**config.mk**
```make
export PLATFORM = sky130hd
export DESIGN_NAME = uart_tx_fsm_flat
export DESIGN_NICKNAME = d
export VERILOG_FILES = /design/src/rtl/uart_tx_fsm_if.sv /design/src/rtl/uart_tx_fsm.sv /design/src/flat_wrapper.sv
export SDC_FILE = /design/constraint.sdc
export NUM_CORES = 1
export LEC_CHECK = 0
export ABC_CLOCK_PERIOD_IN_PS = 1450
export BUFFER_PORTS_ARGS = -buffer_cell sky130_fd_sc_hd__buf_4
export CORE_MARGIN = 10
export CORE_UTILIZATION = 43
export DETAILED_ROUTE_END_ITERATION = 6
export PLACE_DENSITY = 0.7
export SLEW_MARGIN = 0
export SYNTH_ARGS = -nofsm -noshare
export SYNTH_HDL_FRONTEND = slang
export SYNTH_SLANG_ARGS = --single-unit
```
**constraint.sdc**
```tcl
create_clock -name CLK -period 1.45 [get_ports CLK]
set_input_delay 0 -clock CLK [delete_from_list [all_inputs] [get_ports CLK]]
set_output_delay 0 -clock CLK [all_outputs]
set_load 0.005 [all_outputs]
```
**src/rtl/uart_tx_fsm_if.sv**
```systemverilog
// -----------------------------------------------------------------------------
// uart_tx_fsm_if
//
// Bundles the signals between the UART frame sequencer and its neighbours
// (parallel-data source, serializer, parity_calc, TX pin).
//
// Handshake: Data_Valid is a one-cycle strobe with no back-pressure. The
// sequencer answers in the same cycle with data_load=1 when it takes the
// word; a strobe seen while data_load stays 0 is dropped and never queued.
// busy=1 tells the source that a strobe outside the final stop cycle will
// be dropped.
//
// Signals:
//   Data_Valid  src -> fsm   P_DATA valid at serializer/parity_calc
//   PAR_EN      src -> fsm   include parity bit (sampled at accept)
//   ser_data    ser -> fsm   current serializer bit, LSB first
//   parity_bit  par -> fsm   registered parity of the loaded word
//   data_load   fsm -> all   capture P_DATA now
//   ser_en      fsm -> ser   shift enable, high in each data-bit cycle
//   mux_sel     fsm          00 start, 01 stop/idle, 10 data, 11 parity
//   busy        fsm -> src   frame in progress
//   TX_OUT      fsm -> pin   serial line
//   fsm_state   fsm          raw state register, for debug/observation
//
// Modports: master = environment side, slave = sequencer side.
// -----------------------------------------------------------------------------
interface uart_tx_fsm_if;
    logic       Data_Valid;
    logic       PAR_EN;
    logic       ser_data;
    logic       parity_bit;
    logic       data_load;
    logic       ser_en;
    logic [1:0] mux_sel;
    logic       busy;
    logic       TX_OUT;
    logic [2:0] fsm_state;

    modport master (
        output Data_Valid, PAR_EN, ser_data, parity_bit,
        input  data_load, ser_en, mux_sel, busy, TX_OUT, fsm_state
    );

    modport slave (
        input  Data_Valid, PAR_EN, ser_data, parity_bit,
        output data_load, ser_en, mux_sel, busy, TX_OUT, fsm_state
    );
endinterface

```
**src/rtl/uart_tx_fsm.sv**
```systemverilog
// -----------------------------------------------------------------------------
// uart_tx_fsm
//
// UART transmit frame sequencer. Accepts a byte-valid strobe, tells the
// serializer and parity_calc to capture the word, then walks one bit per
// CLK cycle through start, WIDTH data bits (LSB first), optional parity and
// the stop bit(s), driving the output-mux select and the serial line.
//
// Parameters:
//   WIDTH       data bits per frame (default 8)
//
// Ports:
//   CLK         bit clock, one UART bit period per cycle
//   RST         synchronous, active-high reset
//   bus         uart_tx_fsm_if.slave (see interface file for signal list)
//
// Build option:
//   UART_TX_TWO_STOP_EN  when defined, frames end with two stop bits
//                        (STOP then STOP2) and back-to-back accept is only
//                        taken in STOP2. When undefined, one stop bit.
//
// Frame timing for an accept in cycle t: start in t+1, data bit i in
// t+2+i, parity (if latched) in t+2+WIDTH, then the stop bit(s).
// -----------------------------------------------------------------------------
module uart_tx_fsm #(
    parameter int WIDTH = 8
) (
    input  logic          CLK,
    input  logic          RST,
    uart_tx_fsm_if.slave  bus
);

    localparam int CNT_W = (WIDTH > 1) ? $clog2(WIDTH) : 1;
    localparam logic [CNT_W-1:0] LAST_BIT = CNT_W'(WIDTH - 1);

    localparam logic [1:0] MUX_START  = 2'b00;
    localparam logic [1:0] MUX_STOP   = 2'b01;
    localparam logic [1:0] MUX_DATA   = 2'b10;
    localparam logic [1:0] MUX_PARITY = 2'b11;

    typedef enum logic [2:0] {
        S_IDLE   = 3'd0,
        S_START  = 3'd1,
        S_DATA   = 3'd2,
        S_PARITY = 3'd3,
`ifdef UART_TX_TWO_STOP_EN
        S_STOP   = 3'd4,
        S_STOP2  = 3'd5
`else
        S_STOP   = 3'd4
`endif
    } state_t;

    // The last stop cycle is the only busy cycle in which a new word may be
    // taken, giving gap-free back-to-back frames.
`ifdef UART_TX_TWO_STOP_EN
    localparam state_t FINAL_STOP = S_STOP2;
`else
    localparam state_t FINAL_STOP = S_STOP;
`endif

    state_t           state;
    logic [CNT_W-1:0] bit_cnt;
    logic             par_en_q;
    logic             ser_en_q;
    logic [1:0]       mux_sel_q;
    logic             busy_q;
    logic             accept;

    assign accept = bus.Data_Valid & ((state == S_IDLE) | (state == FINAL_STOP));

    // Moore outputs are registered alongside the state, so every transition
    // below also writes the outputs belonging to the state being entered.
    always_ff @(posedge CLK) begin
        if (RST) begin
            state     <= S_IDLE;
            bit_cnt   <= '0;
            par_en_q  <= 1'b0;
            ser_en_q  <= 1'b0;
            mux_sel_q <= MUX_STOP;
            busy_q    <= 1'b0;
        end else if (accept) begin
            // Frame shape is frozen here; PAR_EN is ignored until next accept.
            state     <= S_START;
            par_en_q  <= bus.PAR_EN;
            ser_en_q  <= 1'b0;
            mux_sel_q <= MUX_START;
            busy_q    <= 1'b1;
        end else begin
            case (state)
                S_IDLE: begin
                    state     <= S_IDLE;
                end
                S_START: begin
                    state     <= S_DATA;
                    bit_cnt   <= '0;
                    ser_en_q  <= 1'b1;
                    mux_sel_q <= MUX_DATA;
                    busy_q    <= 1'b1;
                end
                S_DATA: begin
                    if (bit_cnt == LAST_BIT) begin
                        bit_cnt  <= '0;
                        ser_en_q <= 1'b0;
                        if (par_en_q) begin
                            state     <= S_PARITY;
                            mux_sel_q <= MUX_PARITY;
                        end else begin
                            state     <= S_STOP;
                            mux_sel_q <= MUX_STOP;
                        end
                    end else begin
                        bit_cnt <= bit_cnt + CNT_W'(1);
                    end
                end
                S_PARITY: begin
                    state     <= S_STOP;
                    mux_sel_q <= MUX_STOP;
                end
`ifdef UART_TX_TWO_STOP_EN
                S_STOP: begin
                    // First of two stop bits: a strobe here is dropped.
                    state     <= S_STOP2;
                    mux_sel_q <= MUX_STOP;
                    busy_q    <= 1'b1;
                end
                S_STOP2: begin
                    state     <= S_IDLE;
                    mux_sel_q <= MUX_STOP;
                    busy_q    <= 1'b0;
                end
`else
                S_STOP: begin
                    state     <= S_IDLE;
                    mux_sel_q <= MUX_STOP;
                    busy_q    <= 1'b0;
                end
`endif
                default: begin
                    state     <= S_IDLE;
                    ser_en_q  <= 1'b0;
                    mux_sel_q <= MUX_STOP;
                    busy_q    <= 1'b0;
                end
            endcase
        end
    end

    assign bus.data_load = accept;
    assign bus.ser_en    = ser_en_q;
    assign bus.mux_sel   = mux_sel_q;
    assign bus.busy      = busy_q;
    assign bus.fsm_state = state;

    // Line driver: idle/stop high, start low, otherwise pass the data or
    // parity bit through so the line follows the peers without extra delay.
    always_comb begin
        bus.TX_OUT = 1'b1;
        case (mux_sel_q)
            MUX_START:  bus.TX_OUT = 1'b0;
            MUX_STOP:   bus.TX_OUT = 1'b1;
            MUX_DATA:   bus.TX_OUT = bus.ser_data;
            MUX_PARITY: bus.TX_OUT = bus.parity_bit;
            default:    bus.TX_OUT = 1'b1;
        endcase
    end

endmodule

```
**src/flat_wrapper.sv**
```systemverilog
// flat-port wrapper written by rule: the top's interface ports become plain ports
module uart_tx_fsm_flat 
#(
    parameter int WIDTH = 8
)
  (CLK, RST, bus_Data_Valid, bus_PAR_EN, bus_ser_data, bus_parity_bit, bus_data_load, bus_ser_en, bus_mux_sel, bus_busy, bus_TX_OUT, bus_fsm_state);
  uart_tx_fsm_if bus_i ();
  input  logic CLK;
  input  logic RST;
  input wire logic [$bits(bus_i.Data_Valid)-1:0] bus_Data_Valid;
  input wire logic [$bits(bus_i.PAR_EN)-1:0] bus_PAR_EN;
  input wire logic [$bits(bus_i.ser_data)-1:0] bus_ser_data;
  input wire logic [$bits(bus_i.parity_bit)-1:0] bus_parity_bit;
  output wire logic [$bits(bus_i.data_load)-1:0] bus_data_load;
  output wire logic [$bits(bus_i.ser_en)-1:0] bus_ser_en;
  output wire logic [$bits(bus_i.mux_sel)-1:0] bus_mux_sel;
  output wire logic [$bits(bus_i.busy)-1:0] bus_busy;
  output wire logic [$bits(bus_i.TX_OUT)-1:0] bus_TX_OUT;
  output wire logic [$bits(bus_i.fsm_state)-1:0] bus_fsm_state;
  assign bus_i.Data_Valid = bus_Data_Valid;
  assign bus_i.PAR_EN = bus_PAR_EN;
  assign bus_i.ser_data = bus_ser_data;
  assign bus_i.parity_bit = bus_parity_bit;
  assign bus_data_load = bus_i.data_load;
  assign bus_ser_en = bus_i.ser_en;
  assign bus_mux_sel = bus_i.mux_sel;
  assign bus_busy = bus_i.busy;
  assign bus_TX_OUT = bus_i.TX_OUT;
  assign bus_fsm_state = bus_i.fsm_state;
  uart_tx_fsm #(.WIDTH(WIDTH)) u_core (.CLK(CLK), .RST(RST), .bus(bus_i));
endmodule
```
---- Yosys cells after proc, flatten, opt, wreduce, memory -nomap -nowiden ----
Index checks and enable logic that the tools add are counted.
cells by class
  $add $sub $neg .......................... 1
  reduce and logical (&&, ||, !) cells .... 10
  equal/unequal tests ..................... 12
  muxes and demuxes ....................... 15
  bitwise operators ....................... 5
operator list
  operator                                                                 count
  3-bit two-way mux                                                        3
  3-bit one-hot mux with 3 select lines                                    1
  2-bit AND reduction                                                      4
  3-bit by 2-bit equality test with 1-bit output, second input constant    2
  3-bit equality test, second input constant                               2
  2-bit one-hot mux with 3 select lines                                    1
  3-bit one-hot mux with 2 select lines                                    1
  3-bit OR reduction                                                       2
  2-bit equality test, second input constant                               2
  1-bit two-way mux                                                        4
  2-bit two-way mux                                                        2
  2-bit by 1-bit inequality test with 1-bit output, second input constant  2
  1-bit one-hot mux with 4 select lines                                    1
  3-bit by 1-bit adder with 3-bit output, second input constant            1
  3-bit by 1-bit equality test with 1-bit output, second input constant    1
  3-bit zero test                                                          1
  3-bit by 2-bit inequality test with 1-bit output, second input constant  1
  1-bit NOT                                                                3
  1-bit one-hot mux with 3 select lines                                    1
  2-bit by 1-bit equality test with 1-bit output, second input constant    1
  2-bit zero test                                                          1
  2-bit inequality test, second input constant                             1
  1-bit one-hot mux with 2 select lines                                    1
  2-bit nonzero test                                                       1
  other kinds (3)                                                          3
storage, ports and cells
  input bits .............................. 6
  output and inout port bits .............. 9
  register bits ........................... 11

---- Depth between registers and ports, before layout ----
Gate-level depths: netlist (run 1).
  word-level depth ........................ 5
  mapped depth ............................ 5
  gate-level depth less buffers ........... 5

---- Worst setup path before layout (run 1) ----
No wires, ideal clock.
  path kind ............................... register -> register
  start ................................... register u_core.bit_cnt[0]
  end ..................................... register u_core.mux_sel_q[1], in the netlist u_core.bus.mux_sel[1]
  clock period less this slack ............ 1,348 ps
  library setup time ...................... 103 ps
  stages on the path, launching flop included .. 6
  setup slack ............................. 102 ps
  arrival time ............................ 1,244 ps
  cells stage by stage .................... dfxtp_1 -> ha_1 -> ha_1 -> inv_1 -> o21ai_0 -> a2111oi_2
between the ends
  cells in the longest elaborated chain, start to end .. 3
RTL lines
  item                                                        RTL line            RTL
  start, declared                                             uart_tx_fsm.sv:63   logic [CNT_W-1:0] bit_cnt;
  start signal, assigned                                      uart_tx_fsm.sv:113  bit_cnt <= bit_cnt + CNT_W'(1);
  3-bit equality test                                         uart_tx_fsm.sv:102  if (bit_cnt == LAST_BIT) begin
  2-bit by 1-bit inequality test with 1-bit output (no line)  --
  2-bit AND reduction (no line)                               --
  end signal, assigned                                        uart_tx_fsm.sv:98   mux_sel_q <= MUX_DATA;
  end signal, assigned                                        uart_tx_fsm.sv:107  mux_sel_q <= MUX_PARITY;
  end signal, assigned                                        uart_tx_fsm.sv:110  mux_sel_q <= MUX_STOP;
  end, declared                                               uart_tx_fsm.sv:66   logic [1:0] mux_sel_q;
Every way passes these cells.
A chain may end at the register's enable or synchronous reset.

---- Worst setup path in the final report (run 1) ----
  start ................................... register u_core.bit_cnt[1]
  end ..................................... register u_core.mux_sel_q[1], in the netlist u_core.bus.mux_sel[1]
Same word-level chain as after synthesis.

==> results of run 1 <==
==> worst min path at each step <==
stage,startpoint,depth (start not counted),endpoint,slack [ps]
after global placement,bus_PAR_EN,3,u_core.par_en_q,240
after floorplan,bus_parity_bit,2,bus_TX_OUT,120
after CTS,bus_Data_Valid,3,u_core.bus.fsm_state[0],50
after detailed placement,RST,2,u_core.bit_cnt[2],250
final,bus_Data_Valid,3,u_core.bus.fsm_state[0],50
after global routing,bus_Data_Valid,3,u_core.bus.fsm_state[0],100
==> where the power goes <==
| part | leakage (nW) | internal, mW | switching, mW |
|---|---|---|---|
| clock | 0.0150 | 0.106 | 0.0914 |
| combinational | 0.211 | 0.0788 | 0.0591 |
| sequential | 0.0911 | 0.321 | 0.0210 |
==> repair_timing <==
action                                  in CTS  in global routing
endpoints found under the hold margin        6                  0
pin swaps                                    0                  1
cloned                                       0                  0
resized for setup                            1                  5
setup buffers                                0                  2
hold buffers                                 2                  0
endpoints found under the setup margin       1                  4
==> stage by stage <==
stage | setup slack (ps) | hold slack [ps]
after global routing | 13.0 | 102
after global placement | 71.0 | 235
after CTS | 34.5 | 51.9
final | 142 | 50.0
after detailed placement | 6.20 | 246
after floorplan | 102 | 115
==> cells by family (layout without fill, tap and decap cells) <==
logic type | after synthesis | in the layout | share of synthesized area, %
buffers and inverters | 10 | 31 | 7.57
multiplexers | 2 | 2 | 3.79
AO/OA/AOI/OAI | 20 | 20 | 24.9
AND/OR/NAND/NOR | 20 | 20 | 20.0
flip-flops | 11 | 11 | 39.2
adder cells (fa/ha/maj) | 2 | 2 | 4.45
==> flip-flops by register name (all words and copies together) (netlist names) <==
name and cells:
u_core.bus.busy 1, u_core.bus.fsm_state 3, u_core.bus.mux_sel 2, u_core.par_en_q 1, u_core.bit_cnt 3, u_core.bus.ser_en 1
==> final cells by class <==
cell class / instances / area, µm² / area share [%]
sequential: 11 / 223 / 28.8
inverter: 6 / 22.5 / 2.92
timing repair buffer: 21 / 163 / 21.1
tap: 14 / 17.5 / 2.27
multi-input combinational: 44 / 320 / 41.5
clock buffer: 4 / 26.3 / 3.40
==> worst max-delay path: cells and delay by family (launching register included) <==
family,cells,cell delay [ps]
adder cells (fa/ha/maj),2,350
flip-flops,1,340
AO/OA/AOI/OAI,1,320
multiplexers,1,150
AND/OR/NAND/NOR,1,50
==> metal layers <==
metal	wire, µm	vias to the layer above
met1	598	228
li1	-	274
met4	0	0
met3	99	0
met2	570	12
met5	0	-
==> cell usage after synthesis, drive strengths merged (2+ instances only) <==
| library cell | number | share of area [%] |
|---|---|---|
| nor3b | 2 | 3.6 |
| nor2 | 3 | 2.0 |
| buf | 2 | 2.2 |
| ha | 2 | 4.5 |
| nand3 | 5 | 4.5 |
| a21oi | 4 | 3.6 |
| inv | 6 | 4.0 |
| dfxtp | 11 | 39 |
| clkbuf | 2 | 1.3 |
| a31oi | 3 | 3.3 |
| o21ai | 3 | 2.7 |
| a211oi | 2 | 2.7 |
| o211ai | 2 | 2.7 |
| nand2 | 3 | 2.0 |
| o21bai | 2 | 2.7 |
==> out/metrics.csv, run 1 <==
stage,metric,value,unit
sta,finalMaxSlewViolations,0,
sta,min_period_over_period,90.2,%
final_layout,syn_to_final_growth,37.4,%
drt,vias,514,
placed_design,hpwl,976,µm
worst_setup_path,max_stage_delay,340,ps
synthesis,synthArstFlopShare,0,%
drt,drcViolationCount,0,
final_layout,mostFrequentLayoutCells,"buf_4, dfxtp_1, inv_1, nand3_1, a21oi_1",
synthesis,synth_cell_type_count,30,
worst_setup_path,cp_max_fo,5,
sta,skew,1.89,ps
drt,wirelength,1270,µm
worst_setup_path,crit_path_end,u_core.bus.mux_sel[1],
drt,wl_per_cell,12.7,µm
synthesis,synth_area,562,µm²
worst_setup_path,cp.arrival,1470,ps
final_layout,final_util,65.9,%
global_routing,grt_use_met2,12.9,%
sta,hold_viol_final,0,
clocking,clock_latency,260,ps
worst_setup_path,cp_slowest_cell,dfxtp_2,
floorplan,die_w,56.1,µm
drt,drt_iter0_drc,13,
synthesis,syn_inst,65,
sta,tightest_slew,389,ps
floorplan,core,1170,µm²
global_routing,antenna_found_initial,0,
placed_design,numPortBuffers,14,
placed_design,gp_congestion,0.802,
global_routing,grt_pass1_vias,464,
pwr,vdd_drop_max,0.000484,V
worst_setup_path,worstPathRequired,1610,ps
clocking,clock-sinks,11,
placed_design,placed_area,687,µm²
global_routing,grt_util_met3,5.69,%
sta,fmax,764,MHz
pwr,power.density,878,nW/µm²
sta,rsz0062_at_grt,no,
synthesis,synth-edff-count,0,
floorplan,die_area,3150,µm²
floorplan,rows,12,
worst_setup_path,end_kind,register,
synthesis,ys.flop_type,dfxtp_1,
final_layout,final_common_cell,buf_4,
clocking,cts_buffer_depth,2,
floorplan,initial_core_util,48.0,%
drt,first_pass_iters,2,
worst_setup_path,regToRegSetupSlack,140,ps
pwr,power.total,678,µW
global_routing,grt-ovfl-total,0,
clocking,cts_made_buffers,3,
synthesis,ys_seq_elements,11,
final_layout,antenna_cells,0,
synthesis,syn_nets,73,
sta,period_needed,1310,ps
worst_hold_path,min_path_type,input pin to register,
worst_setup_path,crit_start,u_core.bit_cnt[1],
synthesis,synth_seq_area_share,39.2,%
sta,setup_violations,0,
synthesis,yosysWarnings,0,
worst_setup_path,start_kind,register,
global_routing,grt_max_degree,12,
final_layout,layout.cells.non_filler,100,
sta,relSlewSlack,74.0,%
sta,setup-tns-final,0,ps
worst_setup_path,crit_type,register to register,
final_layout,stdcell_area,772,µm²
worst_setup_path,crit_path_cell_trace,"ha_2, ha_4, mux2_2, nor2_1, a2111oi_2",
drt,postRouteAntennaNets,0,
job,maxCapViolations,0,
global_routing,grt_pass1_wl,2220,µm
global_routing,grtUsageTotal,8.38,%
clocking,htreeDepth,1,
synthesis,syn_avg_cell_area,8.64,µm²
global_routing,top_usage_layer,met2,
worst_setup_path,r2r-start,u_core.bit_cnt[1],
global_routing,grt_use_met1,9.55,%
final_layout,nFillCells,101,
final_layout,drive_gt1_share,36.0,%
placed_design,dp.cells,92,
floorplan,fp.dieH,56.1,µm
worst_setup_path,r2r_cells,5,
worst_setup_path,rr_endpoint,u_core.bus.mux_sel[1],
floorplan,ioPinCount,15,
final_layout,final_nets,95,
clocking,cts-root-buf,clkbuf_4,
outcome,outcome,completed,
clocking,cts_tree,built,
pwr,power_leakage,0.318,nW
drt,vias_per_cell,5.14,
clocking,clk_pin_slew,60,ps
Power figures use the tool's default switching activity.
==> run 2: changes to the inputs <==
--- a/config.mk
+++ b/config.mk
@@ -10,6 +10,7 @@
 export CORE_MARGIN = 10
 export CORE_UTILIZATION = 43
 export DETAILED_ROUTE_END_ITERATION = 6
+export HOLD_SLACK_MARGIN = 0.06
 export PLACE_DENSITY = 0.7
 export SLEW_MARGIN = 0
 export SYNTH_ARGS = -nofsm -noshare
==> run 2 against run 1 <==
Fmax is 0.11% lower. Worst setup slack worse by 1.5 ps. Core utilization rose by 0.85 points. Via count increased by 2.7%. Sequential power barely moved. Clock-buffer cell count unchanged. Clock skew about the same. Sequential cell count unchanged. Final cell count increased by 1.0%. Clock power about the same. Routed wire length up 2.1%. Largest cell class unchanged.
==> out/metrics.csv, run 2 (synthesis results as in run 1) <==
stage,metric,value,unit
drt,drt_iter0_drc,13,
pwr,power.density,870,nW/µm²
global_routing,grt-ovfl-total,0,
worst_hold_path,min_path_type,input pin to output pin,
sta,setup-tns-final,0,ps
worst_setup_path,r2r-start,u_core.bit_cnt[1],
placed_design,placed_area,687,µm²
global_routing,grt_pass1_vias,469,
sta,hold_viol_final,0,
floorplan,die_area,3150,µm²
worst_setup_path,cp_slowest_cell,dfxtp_2,
final_layout,drive_gt1_share,35.6,%
drt,vias_per_cell,5.23,
worst_setup_path,rr_endpoint,u_core.bus.mux_sel[1],
sta,finalMaxSlewViolations,0,
final_layout,mostFrequentLayoutCells,"buf_4, dfxtp_1, inv_1, nand3_1, a21oi_1",
drt,wirelength,1290,µm
clocking,cts-root-buf,clkbuf_4,
sta,tightest_slew,392,ps
clocking,cts_tree,built,
sta,relSlewSlack,73.8,%
sta,worst_slack,140,ps
floorplan,fp.dieH,56.1,µm
floorplan,ioPinCount,15,
pwr,vdd_drop_max,0.000485,V
sta,period_needed,1310,ps
worst_setup_path,cp_max_fo,5,
final_layout,stdcell_area,782,µm²
worst_hold_path,holdPathEnd,bus_TX_OUT,
worst_setup_path,r2r_cells,5,
worst_setup_path,end_kind,register,
sta,skew,1.76,ps
placed_design,pre_cts_slack,6.20,ps
worst_hold_path,hp-start,bus_parity_bit,
worst_setup_path,crit_path_cell_trace,"ha_2, ha_4, mux2_2, nor2_1, a2111oi_2",
final_layout,final_nets,96,
final_layout,final_common_cell,buf_4,
worst_setup_path,cp.arrival,1470,ps
drt,postRouteAntennaNets,0,
final_layout,final_util,66.8,%
drt,vias,528,
drt,first_pass_iters,3,
sta,fmax,763,MHz
global_routing,grt_pass1_wl,2220,µm
worst_setup_path,max_stage_delay,340,ps
global_routing,grtUsageTotal,8.38,%
placed_design,hpwl,976,µm
outcome,outcome,completed,
worst_hold_path,whs_path_depth,4,
clocking,cts_buffer_depth,2,
placed_design,gp_congestion,0.802,
floorplan,core,1170,µm²
final_layout,syn_to_final_growth,39.2,%
job,maxCapViolations,0,
sta,setup_violations,0,
global_routing,antenna_found_initial,0,
worst_setup_path,crit_type,register to register,
clocking,clk_pin_slew,60,ps
drt,wl_per_cell,12.8,µm
worst_setup_path,start_kind,register,
floorplan,rows,12,
pwr,power_leakage,0.322,nW
sta,whs,342,ps
clocking,cts_made_buffers,3,
final_layout,antenna_cells,0,
global_routing,grt_max_degree,12,
floorplan,initial_core_util,48.0,%
clocking,clock_latency,260,ps
drt,drcViolationCount,0,
clocking,htreeDepth,1,
worst_setup_path,regToRegSetupSlack,140,ps
placed_design,numPortBuffers,14,
sta,min_period_over_period,90.3,%
worst_setup_path,worstPathRequired,1610,ps
sta,rsz0062_at_grt,no,
clocking,clock-sinks,11,
floorplan,die_w,56.1,µm
==> run 2: changes by cell type in the layout (fill, tap and decap cells not counted) <==
cell | previous run | this run
dlygate4sd3_1 | 2 | 3
==> run 2: power by group <==
group / internal, mW / total, mW / switching (mW)
clock network: 0.106 / 0.198 / 0.0917
logic: 0.0806 / 0.140 / 0.0599
registers: 0.321 / 0.342 / 0.0209
total: 0.508 / 0.681 / 0.172
==> run 2: worst max-delay path by stage <==
stage,end,start,cells past startpoint
after floorplan,u_core.bus.mux_sel[1],u_core.bit_cnt[0],5
after global placement,u_core.bus.mux_sel[1],u_core.bit_cnt[0],5
after detailed placement,u_core.bus.mux_sel[1],u_core.bit_cnt[0],5
after CTS,u_core.bus.mux_sel[1],u_core.bit_cnt[0],5
after global routing,u_core.bus.mux_sel[1],u_core.bit_cnt[1],5
final,u_core.bus.mux_sel[1],u_core.bit_cnt[1],5
==> run 2: routing by layer <==
metal	vias to the layer above	track usage (%)	wire length [µm]
met2	13	12.9	582
li1	280	-	-
met5	-	0	0
met3	2	5.69	94
met1	233	9.55	611
met4	0	1.02	5
==> run 2: worst max-delay path, delay by kind of cell, from the launching register on <==
kind | cells | cell delay [ps]
compound gates | 1 | 320
fa+ha+maj | 2 | 350
flops | 1 | 340
mux | 1 | 150
simple gates | 1 | 50
==> run 2: stage by stage <==
| stage | power [mW] | cells |
|---|---|---|
| after CTS | 0.683 | 99 |
| after global placement | 0.475 | 92 |
| after floorplan | 0.419 | 65 |
| after detailed placement | 0.477 | 92 |
| final | 0.681 | 101 |
| after global routing | 0.727 | 101 |
==> run 2: timing repair <==
item | in CTS | in global routing
endpoints found under the hold margin | 7 | 0
setup buffers | 0 | 2
setup endpoints to repair | 1 | 4
gates resized for setup | 1 | 5
hold buffers | 3 | 0
pin swaps | 0 | 1
==> run 2: layout make-up <==
cell class                      instances  area (µm²)
Fill cell                             101         389
Inverter                                6        22.5
Multi-Input combinational cell         44         320
Sequential cell                        11         223
Timing Repair Buffer                   22         173
Clock buffer                            4        26.3
Tap cell                               14        17.5
